**config.mk**
```make
export PLATFORM = sky130hd
export DESIGN_NAME = bus_target_v1_flat
export DESIGN_NICKNAME = d
export VERILOG_FILES = /design/src/rtl/bus_target_pkg.sv /design/src/rtl/bus_target_v1_if.sv /design/src/rtl/bus_target_regbank.sv /design/src/rtl/bus_target_v1.sv /design/src/flat_wrapper.sv
export SDC_FILE = /design/constraint.sdc
export NUM_CORES = 1
export LEC_CHECK = 0
export ABC_AREA = 1
export CAP_MARGIN = 10
export CORE_ASPECT_RATIO = 0.6
export CORE_MARGIN = 8
export CORE_UTILIZATION = 29
export DETAILED_ROUTE_END_ITERATION = 12
export PLACE_DENSITY = 0.53
export SETUP_SLACK_MARGIN = 0.3
export SYNTH_ARGS = -nofsm -noshare
export SYNTH_HDL_FRONTEND = slang
export SYNTH_SLANG_ARGS = --single-unit
export TNS_END_PERCENT = 50
```
**constraint.sdc**
```tcl
create_clock -name clock -period 2.5 [get_ports clock]
set_input_delay 0.375 -clock clock [delete_from_list [all_inputs] [get_ports clock]]
set_output_delay 0.375 -clock clock [all_outputs]
set_load 0.05 [all_outputs]
```
**src/rtl/bus_target_pkg.sv**
```systemverilog
// Shared types and helpers for the bus target: FSM state encoding, the
// abort counter width and the address window decode.
package bus_target_pkg;

  typedef enum logic [2:0] {
    IDLE  = 3'd0,
    WAIT  = 3'd1,
    READY = 3'd2,
    DONE  = 3'd3,
    MISS  = 3'd4
  } state_t;

  localparam int ABORT_W = 8;

  // The difference is only meaningful once address >= base, so the
  // upper bound is checked on the offset and cannot overflow.
  function automatic logic addr_hit(input logic [31:0] address,
                                    input logic [31:0] base,
                                    input logic [31:0] nregs);
    return (address >= base) && ((address - base) < nregs);
  endfunction

endpackage

```
**src/rtl/bus_target_v1_if.sv**
```systemverilog
// Master/target bus handshake bundle shared by one master and its targets.
interface bus_target_v1_if #(
  parameter int AddrWidth = 16,
  parameter int DataWidth = 16
);
  // Handshake: the master holds addressvalid (with address/write) for the
  // whole transfer; the target raises TargetReady once decoded; the master
  // then issues a single-cycle DataStrobe to complete, or Error to abandon.
  // Dropping addressvalid at any point withdraws the transfer.
  logic                 addressvalid;
  logic [AddrWidth-1:0] address;
  logic                 write;
  logic [DataWidth-1:0] wdata;
  logic                 DataStrobe;
  logic                 Error;
  logic                 TargetReady;
  logic [DataWidth-1:0] rdata;
  logic                 rdata_oe;

  modport master (
    output addressvalid, address, write, wdata, DataStrobe, Error,
    input  TargetReady, rdata, rdata_oe
  );

  modport slave (
    input  addressvalid, address, write, wdata, DataStrobe, Error,
    output TargetReady, rdata, rdata_oe
  );
endinterface

```
**src/rtl/bus_target_regbank.sv**
```systemverilog
// Register bank for the bus target: one write port, one registered read
// port and a flat view of all registers.
module bus_target_regbank #(
  parameter int NumRegs   = 8,
  parameter int DataWidth = 16,
  localparam int IW       = $clog2(NumRegs)
) (
  input  logic                         clock,
  input  logic                         reset_n,
  input  logic                         we,
  input  logic [IW-1:0]                widx,
  input  logic [DataWidth-1:0]         wdata,
  input  logic                         re,
  input  logic                         rclr,
  input  logic [IW-1:0]                ridx,
  output logic [DataWidth-1:0]         rdata,
  output logic [NumRegs*DataWidth-1:0] regs_out
);

  logic [DataWidth-1:0] mem [NumRegs];

  always_ff @(posedge clock or negedge reset_n) begin
    if (!reset_n) begin
      for (int i = 0; i < NumRegs; i++) mem[i] <= '0;
      rdata <= '0;
    end else begin
      if (we) mem[widx] <= wdata;
      if (rclr)    rdata <= '0;
      else if (re) rdata <= mem[ridx];
    end
  end

  for (genvar g = 0; g < NumRegs; g++) begin : g_flat
    assign regs_out[g*DataWidth +: DataWidth] = mem[g];
  end

endmodule

```
**src/rtl/bus_target_v1.sv**
```systemverilog
// Bus target: decodes its address window, inserts wait states, then
// completes reads/writes against a local register bank or counts aborts.
module bus_target_v1
  import bus_target_pkg::*;
#(
  parameter int                   AddrWidth  = 16,
  parameter int                   DataWidth  = 16,
  parameter logic [AddrWidth-1:0] BaseAddr   = 16'h0100,
  parameter int                   NumRegs    = 8,
  parameter int                   WaitStates = 2,
  localparam int                  IW         = $clog2(NumRegs)
) (
  input  logic                         clock,
  input  logic                         reset_n,
  bus_target_v1_if.slave               bus,
  output logic [NumRegs*DataWidth-1:0] regs_out,
  output logic                         wr_pulse,
  output logic [IW-1:0]                wr_index,
  output logic [ABORT_W-1:0]           abort_count,
  output state_t                       state_dbg
);

  state_t               state;
  logic [3:0]           cnt;
  logic [IW-1:0]        idx_l;
  logic                 wr_l;
  logic [AddrWidth-1:0] offset;
  logic [IW-1:0]        addr_idx;
  logic                 hit;
  logic                 bank_we;
  logic                 bank_re;
  logic                 bank_rclr;

  assign offset    = bus.address - BaseAddr;
  assign addr_idx  = offset[IW-1:0];
  assign hit       = addr_hit(32'(bus.address), 32'(BaseAddr), 32'(NumRegs));
  assign state_dbg = state;

  assign bank_re   = (state == IDLE) && bus.addressvalid && hit;
  assign bank_we   = (state == READY) && bus.addressvalid && bus.DataStrobe && wr_l;
  assign bank_rclr = ((state == WAIT) || (state == READY)) && !bus.addressvalid;

  bus_target_regbank #(
    .NumRegs   (NumRegs),
    .DataWidth (DataWidth)
  ) u_regbank (
    .clock    (clock),
    .reset_n  (reset_n),
    .we       (bank_we),
    .widx     (idx_l),
    .wdata    (bus.wdata),
    .re       (bank_re),
    .rclr     (bank_rclr),
    .ridx     (addr_idx),
    .rdata    (bus.rdata),
    .regs_out (regs_out)
  );

  always_ff @(posedge clock or negedge reset_n) begin
    if (!reset_n) begin
      state           <= IDLE;
      cnt             <= '0;
      idx_l           <= '0;
      wr_l            <= 1'b0;
      bus.TargetReady <= 1'b0;
      bus.rdata_oe    <= 1'b0;
      wr_pulse        <= 1'b0;
      wr_index        <= '0;
      abort_count     <= '0;
    end else begin
      wr_pulse <= 1'b0;
      case (state)
        IDLE: begin
          if (bus.addressvalid) begin
            idx_l <= addr_idx;
            wr_l  <= bus.write;
            if (hit) begin
              state <= WAIT;
              cnt   <= 4'(WaitStates);
            end else begin
              state <= MISS;
            end
          end
        end
        WAIT: begin
          // Withdrawal outranks everything; DataStrobe is meaningless here.
          if (!bus.addressvalid) begin
            state <= IDLE;
          end else if (bus.Error) begin
            if (abort_count != '1) abort_count <= abort_count + 1'b1;
            state <= DONE;
          end else if (cnt == '0) begin
            state           <= READY;
            bus.TargetReady <= 1'b1;
            bus.rdata_oe    <= !wr_l;
          end else begin
            cnt <= cnt - 1'b1;
          end
        end
        READY: begin
          if (!bus.addressvalid) begin
            state           <= IDLE;
            bus.TargetReady <= 1'b0;
            bus.rdata_oe    <= 1'b0;
          end else if (bus.DataStrobe) begin
            if (wr_l) begin
              wr_pulse <= 1'b1;
              wr_index <= idx_l;
            end
            state           <= DONE;
            bus.TargetReady <= 1'b0;
            bus.rdata_oe    <= 1'b0;
          end else if (bus.Error) begin
            if (abort_count != '1) abort_count <= abort_count + 1'b1;
            state           <= DONE;
            bus.TargetReady <= 1'b0;
            bus.rdata_oe    <= 1'b0;
          end
        end
        DONE, MISS: begin
          if (!bus.addressvalid) state <= IDLE;
        end
        default: state <= IDLE;
      endcase
    end
  end

endmodule

```
**src/flat_wrapper.sv**
```systemverilog
// flat-port wrapper written by rule: the top's interface ports become plain ports
module bus_target_v1_flat import bus_target_pkg::*;
#(
  parameter int                   AddrWidth  = 16,
  parameter int                   DataWidth  = 16,
  parameter logic [AddrWidth-1:0] BaseAddr   = 16'h0100,
  parameter int                   NumRegs    = 8,
  parameter int                   WaitStates = 2,
  localparam int                  IW         = $clog2(NumRegs)
)
  (clock, reset_n, regs_out, wr_pulse, wr_index, abort_count, state_dbg, bus_addressvalid, bus_address, bus_write, bus_wdata, bus_DataStrobe, bus_Error, bus_TargetReady, bus_rdata, bus_rdata_oe);
  bus_target_v1_if #(.AddrWidth(AddrWidth), .DataWidth(DataWidth)) bus_i ();
  input  logic clock;
  input  logic reset_n;
  output logic [NumRegs*DataWidth-1:0] regs_out;
  output logic wr_pulse;
  output logic [IW-1:0] wr_index;
  output logic [ABORT_W-1:0] abort_count;
  output state_t state_dbg;
  input wire logic [$bits(bus_i.addressvalid)-1:0] bus_addressvalid;
  input wire logic [$bits(bus_i.address)-1:0] bus_address;
  input wire logic [$bits(bus_i.write)-1:0] bus_write;
  input wire logic [$bits(bus_i.wdata)-1:0] bus_wdata;
  input wire logic [$bits(bus_i.DataStrobe)-1:0] bus_DataStrobe;
  input wire logic [$bits(bus_i.Error)-1:0] bus_Error;
  output wire logic [$bits(bus_i.TargetReady)-1:0] bus_TargetReady;
  output wire logic [$bits(bus_i.rdata)-1:0] bus_rdata;
  output wire logic [$bits(bus_i.rdata_oe)-1:0] bus_rdata_oe;
  assign bus_i.addressvalid = bus_addressvalid;
  assign bus_i.address = bus_address;
  assign bus_i.write = bus_write;
  assign bus_i.wdata = bus_wdata;
  assign bus_i.DataStrobe = bus_DataStrobe;
  assign bus_i.Error = bus_Error;
  assign bus_TargetReady = bus_i.TargetReady;
  assign bus_rdata = bus_i.rdata;
  assign bus_rdata_oe = bus_i.rdata_oe;
  bus_target_v1 #(.AddrWidth(AddrWidth), .DataWidth(DataWidth), .BaseAddr(BaseAddr), .NumRegs(NumRegs), .WaitStates(WaitStates)) u_core (.clock(clock), .reset_n(reset_n), .bus(bus_i), .regs_out(regs_out), .wr_pulse(wr_pulse), .wr_index(wr_index), .abort_count(abort_count), .state_dbg(state_dbg));
endmodule
```
Word level (Yosys, flattened, before mapping)
Cells that the tools add are included.
{"block": "word_totals", "in_bits": 38, "out_inout_bits": 161, "register_bits": 169, "word_cells": 113}
{"block": "op_classes", "bitwise_logic": 2, "muxes": 45, "n_reduce_logical": 23, "add_sub_neg": 4, "n_eq_ne": 16, "n_lt_le_gt_ge": 5}
{"cell": "128-bit bitwise mux", "n": 1}
{"cell": "16-bit 2-to-1 mux", "n": 5}
{"cell": "16-bit binary-select mux with 3-bit select", "n": 1}
{"cell": "16-bit demux with 3-bit select", "n": 1}
{"cell": "8-bit 2-to-1 mux", "n": 5}
{"cell": "32-bit by 4-bit less-than comparator with 1-bit output (second input constant)", "n": 1}
{"cell": "3-bit 2-to-1 mux", "n": 9}
{"cell": "4-bit 2-to-1 mux", "n": 5}
{"cell": "16-bit by 9-bit subtractor with 17-bit output (second input constant)", "n": 1}
{"cell": "16-bit by 9-bit greater-or-equal comparator with 1-bit output (second input constant)", "n": 1}
{"cell": "2-bit != test (second input constant)", "n": 8}
{"cell": "8-bit one-hot mux with 2 select lines", "n": 1}
{"cell": "1-bit 2-to-1 mux", "n": 13}
{"cell": "3-bit one-hot mux with 4 select lines", "n": 1}
{"cell": "4-bit AND reduction", "n": 3}
{"cell": "8-bit by 1-bit adder with 8-bit output (second input constant)", "n": 1}
{"cell": "4-bit greater-or-equal comparator (second input constant)", "n": 2}
{"cell": "1-bit logical AND", "n": 8}
{"cell": "4-bit != test (second input constant)", "n": 2}
{"cell": "8-bit != test (second input constant)", "n": 1}
{"cell": "3-bit NOT with 4-bit output", "n": 2}
{"cell": "4-bit one-hot mux with 2 select lines", "n": 1}
{"cell": "3-bit by 2-bit equality test with 1-bit output (second input constant)", "n": 2}
{"cell": "6-bit AND reduction", "n": 1}
{"cell": "15 further kinds", "n": 19}

Depth between registers and ports, before layout
Gate-level depths: netlist of run 1.
{"block": "depth", "depth_word": 7, "ltp_mapped": 10, "mapped_depth_nobuf": 9}

Hierarchy
From an unflattened synthesis of run 1, not the netlist that was laid out.
{"block": "unflattened", "cells_unflattened": 1058, "area_unflattened_um2": 8187.9}
{"module": "bus_target_regbank", "instances": 1, "seq_area_each_um2": 3603.5, "area_per_inst_um2": 6740.2, "cells_per_inst": 871}
{"module": "bus_target_v1", "instances": 1, "seq_area_each_um2": 625.6, "area_per_inst_um2": 1447.6, "cells_per_inst": 187}

Least setup slack after synthesis of run 1
Ideal clock, no wire load.
{"block": "synth_timing", "path_type": "register to register", "from": "register u_core.state[1] (netlist: u_core.state_dbg[1])", "to": "register u_core.u_regbank.mem (netlist bit u_core.u_regbank.regs_out[85])", "path_buffers": 1, "synth_period_minus_slack_ps": 1863, "arrival_time_ps": 1744, "setup_time_ps": 119, "setup_slack_ps": 637, "stages_incl_launch_ff": 9, "t_required_ps": 2381, "path_cell_list": "dfrtp_1 nand3_2 nor2_4 nand3_4 clkinv_2 nand3_2 buf_2 nand2_1 nand2_1"}
{"block": "synth_via", "elab_chain_cells": 4}
{"item": "start: declaration", "line": "bus_target_v1.sv:23", "rtl": "state_t state;"}
{"item": "start signal: assignment", "line": "bus_target_v1.sv:61", "rtl": "state <= IDLE;"}
{"item": "start signal: assignment", "line": "bus_target_v1.sv:78", "rtl": "state <= WAIT;"}
{"item": "start signal: assignment", "line": "bus_target_v1.sv:81", "rtl": "state <= MISS;"}
{"item": "3-bit by 2-bit equality test with 1-bit output", "line": "bus_target_v1.sv:40", "rtl": "assign bank_we = (state == READY) && bus.addressvalid && bus.DataStrobe && wr_l;"}
{"item": "1-bit logical AND (3 in series)", "line": "bus_target_v1.sv:40"}
{"item": "end signal: indexed assignment", "line": "bus_target_regbank.sv:27", "rtl": "if (we) mem[widx] <= wdata;"}
{"item": "end: declaration", "line": "bus_target_regbank.sv:20", "rtl": "logic [DataWidth-1:0] mem [NumRegs];"}
No other way between the ends.
A chain may end at the register's enable or synchronous reset.

Worst setup path in the final report of run 1
{"block": "layout_timing", "from": "register u_core.state[1] (netlist: u_core.state_dbg[1])", "to": "output state_dbg[1]"}
{"item": "end: declaration", "line": "flat_wrapper.sv:19", "rtl": "output state_t state_dbg;"}
No word-level cell between the ends.

==> flow_results.org, run 1 <==
** Outcome
- The flow ran to the end, and the final reports show no timing, DRC or antenna violations.

** Power and ir drop
- Leakage power figure :: 5.76 nW
- Cell internal pwr :: 4.45 mW
- Power per Cell Area :: 557 nW/µm²
- The share of total power dissipated in combinational logic is 0.169.
- Fraction of power spent switching nets :: 0.304
- Portion of total power attributed to sequential cells :: 0.442
- The worst-case IR drop observed on VDD is 0.551 mV.
- Of the total power, the clock network draws 0.388.
- For this design the total switching power over the nets is 1.95 mW.

** Logic synthesis
- Dividing the synthesized area by the synthesized cell count gives 7.31 µm².
- The Yosys step of the flow raised 0 warnings.
- Post-synthesis instance area :: roughly 8600 µm²
- Synthesis inferred about 170 register bits.
- The number of nets in the synthesized netlist is about 1200.
- After technology mapping, the gate count stands at around 1200.
- For this run, the register share of the synthesized area comes to 0.494.
- After synthesis, the netlist uses 28 different library cells.

** Detailed routing
- The first routing iteration left 704 violations.
- Summed over all layers, the routed wires come to between 30 and 40 mm.
- Length of the first detailed-routing pass in iterations :: 5
- Via count :: 8386
- The count of nets left with antenna violations once routing finished came out at 0.
- Average routed wire per standard cell :: 19.0 µm
- Number of remaining DRC errors :: 0
- Using the TritonRoute via totals, the vias-per-cell ratio works out to 4.76.

** Worst setup path
- Slowest-stage cell, CP :: clkdlybuf4s50_1
- Traced cell by cell, the critical path runs through clkdlybuf4s50_1.
- Number of buffers and inverters on the critical path :: 1
- Among cell families on the critical path, the largest total delay comes from buffers and inverters.
- Critical path depth in cells :: 1
- STA classifies the critical path startpoint as a register.
- Setup slack on the worst reg-to-reg path comes out at 0.57 ns.
- Crit end category :: output pin
- Worst-path maximum fanout :: 7
- Data on the critical path is required at its endpoint by between 2 and 2.5 ns.
- The critical path in this run is classified as reg2out.
- Measured in cells, the most critical reg-to-reg path has a length of 8.
- Data arrival time of the worst path :: around 1.8 ns
- Slowest cell delay on critical path :: about 0.85 ns

** Job
- Maxcap violations :: 0

** Finish
- From synthesis to final layout, the design area changed by 34.2%.
- Commonest cells after routing, fill and taps aside :: nand2_1, nand3_1, clkdlybuf4s50_1, dfrtp_1, nor2_1
- Measured on the finished design, the core utilization comes to 0.397.
- Count of filler cells inserted in the layout :: around 3000
- Most common cell after layout, fill and taps aside :: nand2_1
- Share of post-route cells with drive strength above 1 :: 0.0588
- Layout Nets :: 1391

** STA
- Final worst path period need :: about 2.1 ns
- The count of endpoints failing hold in the final timing report is 0.
- Measured slew at the worst slew-check pin :: 0.747 ns
- The max-slew violation count came to 0.
- Of the available clock period, the critical path in the final layout requires 0.854.
- Final worst clock skew :: about 0.0055 ns
- Slew margin rel. :: 0.502
- Final setup violating endpoints :: 0
- For this run, the top clock speed supported by timing is 0.469 GHz.
- Setup repair after global routing left no endpoint under its margin.
- Adding up every negative setup slack in the final design gives 0 ns.

** Clock tree
- Max Root-Sink Buffers :: 2
- Clk pin slew, worst setup/hold paths :: roughly 0.06 ns
- In this run the clock root is driven by a clkbuf_16.
- The H-tree was split into 4 levels.
- The number of clock buffers added by TritonCTS is 17.
- Clock tree from TritonCTS :: done
- CTS Sinks :: 169
- Clock latency on the worst-skew pair :: 0.44 ns

** Global route
- For this run, the total global-route usage over all layers was measured as 0.188.
- The via count of the first global-routing pass was 7952.
- Antenna violations before repair :: 1
- Entering global routing, the biggest net connects 66 pins.
- Wire length of the first global-routing pass :: 51.0 mm
- Congestion Overflow GR :: 0

** Die
- The floorplan step defined a die boundary enclosing 35400 µm².
- Effective utilization at floorplan :: 0.296
- In this run the count of I/O pins placed on the die edge is 199.
- After floorplanning, the core was divided into 48 placement rows.
- The die is 149 µm tall.
- Area of the placeable core :: 28900 µm²
- The die is 238 µm wide.

** Placed design
- The congestion estimate from routability-driven global placement came to between 0.8 and 0.9.
- Port bufs :: just under 200
- Post-detailed-placement half-perimeter wirelength :: between 20 and 25 mm

** Worst hold path
- The worst hold path belongs to the class in2async.
-- path summary, 6_finish.rpt --
kind	from	to
worst max-delay path	u_core.state_dbg[1]	state_dbg[1]
worst min-delay path	reset_n	u_core.u_regbank.regs_out[66]
worst max register to register	u_core.state_dbg[2]	u_core.u_regbank.regs_out[71]
worst min register to register	u_core.u_regbank.rdata[4]	u_core.u_regbank.rdata[4]
max in group asynchronous	reset_n	u_core.u_regbank.regs_out[3]
min in group clock	u_core.u_regbank.rdata[4]	u_core.u_regbank.rdata[4]
-- area by class of cell --
class	instances	area (µm²)	area share
tap	400	500	0.0436
inverter	59	223	0.0194
multi-input combinational	871	3710	0.324
antenna	1	2.50	0.000218
sequential	169	4230	0.368
clock buffer	25	475	0.0414
clock inverter	4	45.0	0.00392
timing repair buffer	232	2290	0.199
-- routing by layer --
| metal | part of all wire | global-route usage | wire (µm) |
|---|---|---|---|
| met1 | 0.47 | 0.262 | 15900 |
| met2 | 0.44 | 0.287 | 14700 |
| met3 | 0.074 | 0.0539 | 2480 |
| met4 | 0.011 | 0.0450 | 355 |
| met5 | 0 | 0 | 0 |
-- cell families after synthesis --
family	synth area share
adders and majority gates	0.00439
and+or+nand+nor	0.406
DFF	0.494
AOI/OAI and AO/OA	0.0164
xor gates and xnor gates	0.00717
buffers and inverters	0.0715
-- what timing repair did --
item,CTS,global route
buffers inserted,0,0
hold buffers,1,0
gates resized for setup,0,1
setup endpoints to repair,0,1
hold endpoints to repair,51,0
-- registers in the layout, indices dropped and copies added (netlist names) --
signal / cells
u_core.u_regbank.rdata: 16
u_core.abort_count: 8
u_core.wr_l: 1
u_core.state_dbg: 3
u_core.wr_pulse: 1
u_core.wr_index: 3
u_core.cnt: 4
u_core.idx_l: 3
u_core.bus.TargetReady: 1
u_core.u_regbank.regs_out: 128
u_core.bus.rdata_oe: 1
-- synthesized netlist by cell type, drive strengths merged --
| master | instances | area share |
|---|---|---|
| a21oi | 5 | 0.0029 |
| clkinv | 3 | 0.0015 |
| buf | 48 | 0.035 |
| inv | 56 | 0.025 |
| dfrtp | 169 | 0.49 |
| o21ai | 20 | 0.012 |
| nand3 | 215 | 0.13 |
| nand2 | 535 | 0.24 |
| nor2 | 74 | 0.034 |
| clkbuf | 23 | 0.011 |
| ha | 3 | 0.0044 |
| or2 | 5 | 0.0037 |
| xnor2 | 1 | 0.0010 |
| xor2 | 6 | 0.0061 |
| o211ai | 2 | 0.0018 |
| nand4 | 3 | 0.0022 |
| nor3 | 2 | 0.0012 |
-- power by group through the flow --
stage	Clock [mW]	Sequential, mW	Combinational, mW
after CTS	2.54	2.83	1.07
after global placement	0	2.88	1.06
final	2.48	2.83	1.08
after detailed placement	0	2.88	1.06
after global routing	2.66	2.83	1.17
after floorplan	0	2.89	0.525
-- through the flow --
step	worst slack (ns)	hold WS, ns	std cells	instance area [µm²]	total power [mW]
after floorplan	0.637	0.0794	1170	8550	3.42
after global placement	0.381	0.393	1730	10900	3.93
after detailed placement	0.378	0.397	1730	10900	3.94
after CTS	0.342	0.476	1760	11500	6.43
after global routing	0.302	0.488	1761	11500	6.66
final	0.366	0.467	1761	11500	6.39
Note: power is estimated with default switching activity, not from simulation.
==> run 2, diff against run 1 <==
--- a/config.mk
+++ b/config.mk
@@ -10,6 +10,7 @@
 export CORE_ASPECT_RATIO = 0.6
 export CORE_MARGIN = 8
 export CORE_UTILIZATION = 29
+export CTS_CLUSTER_DIAMETER = 100
 export DETAILED_ROUTE_END_ITERATION = 12
 export PLACE_DENSITY = 0.53
 export SETUP_SLACK_MARGIN = 0.3
==> results of run 2 <==
Same layout as run 1: the final DEF is identical, and so are final timing and power.
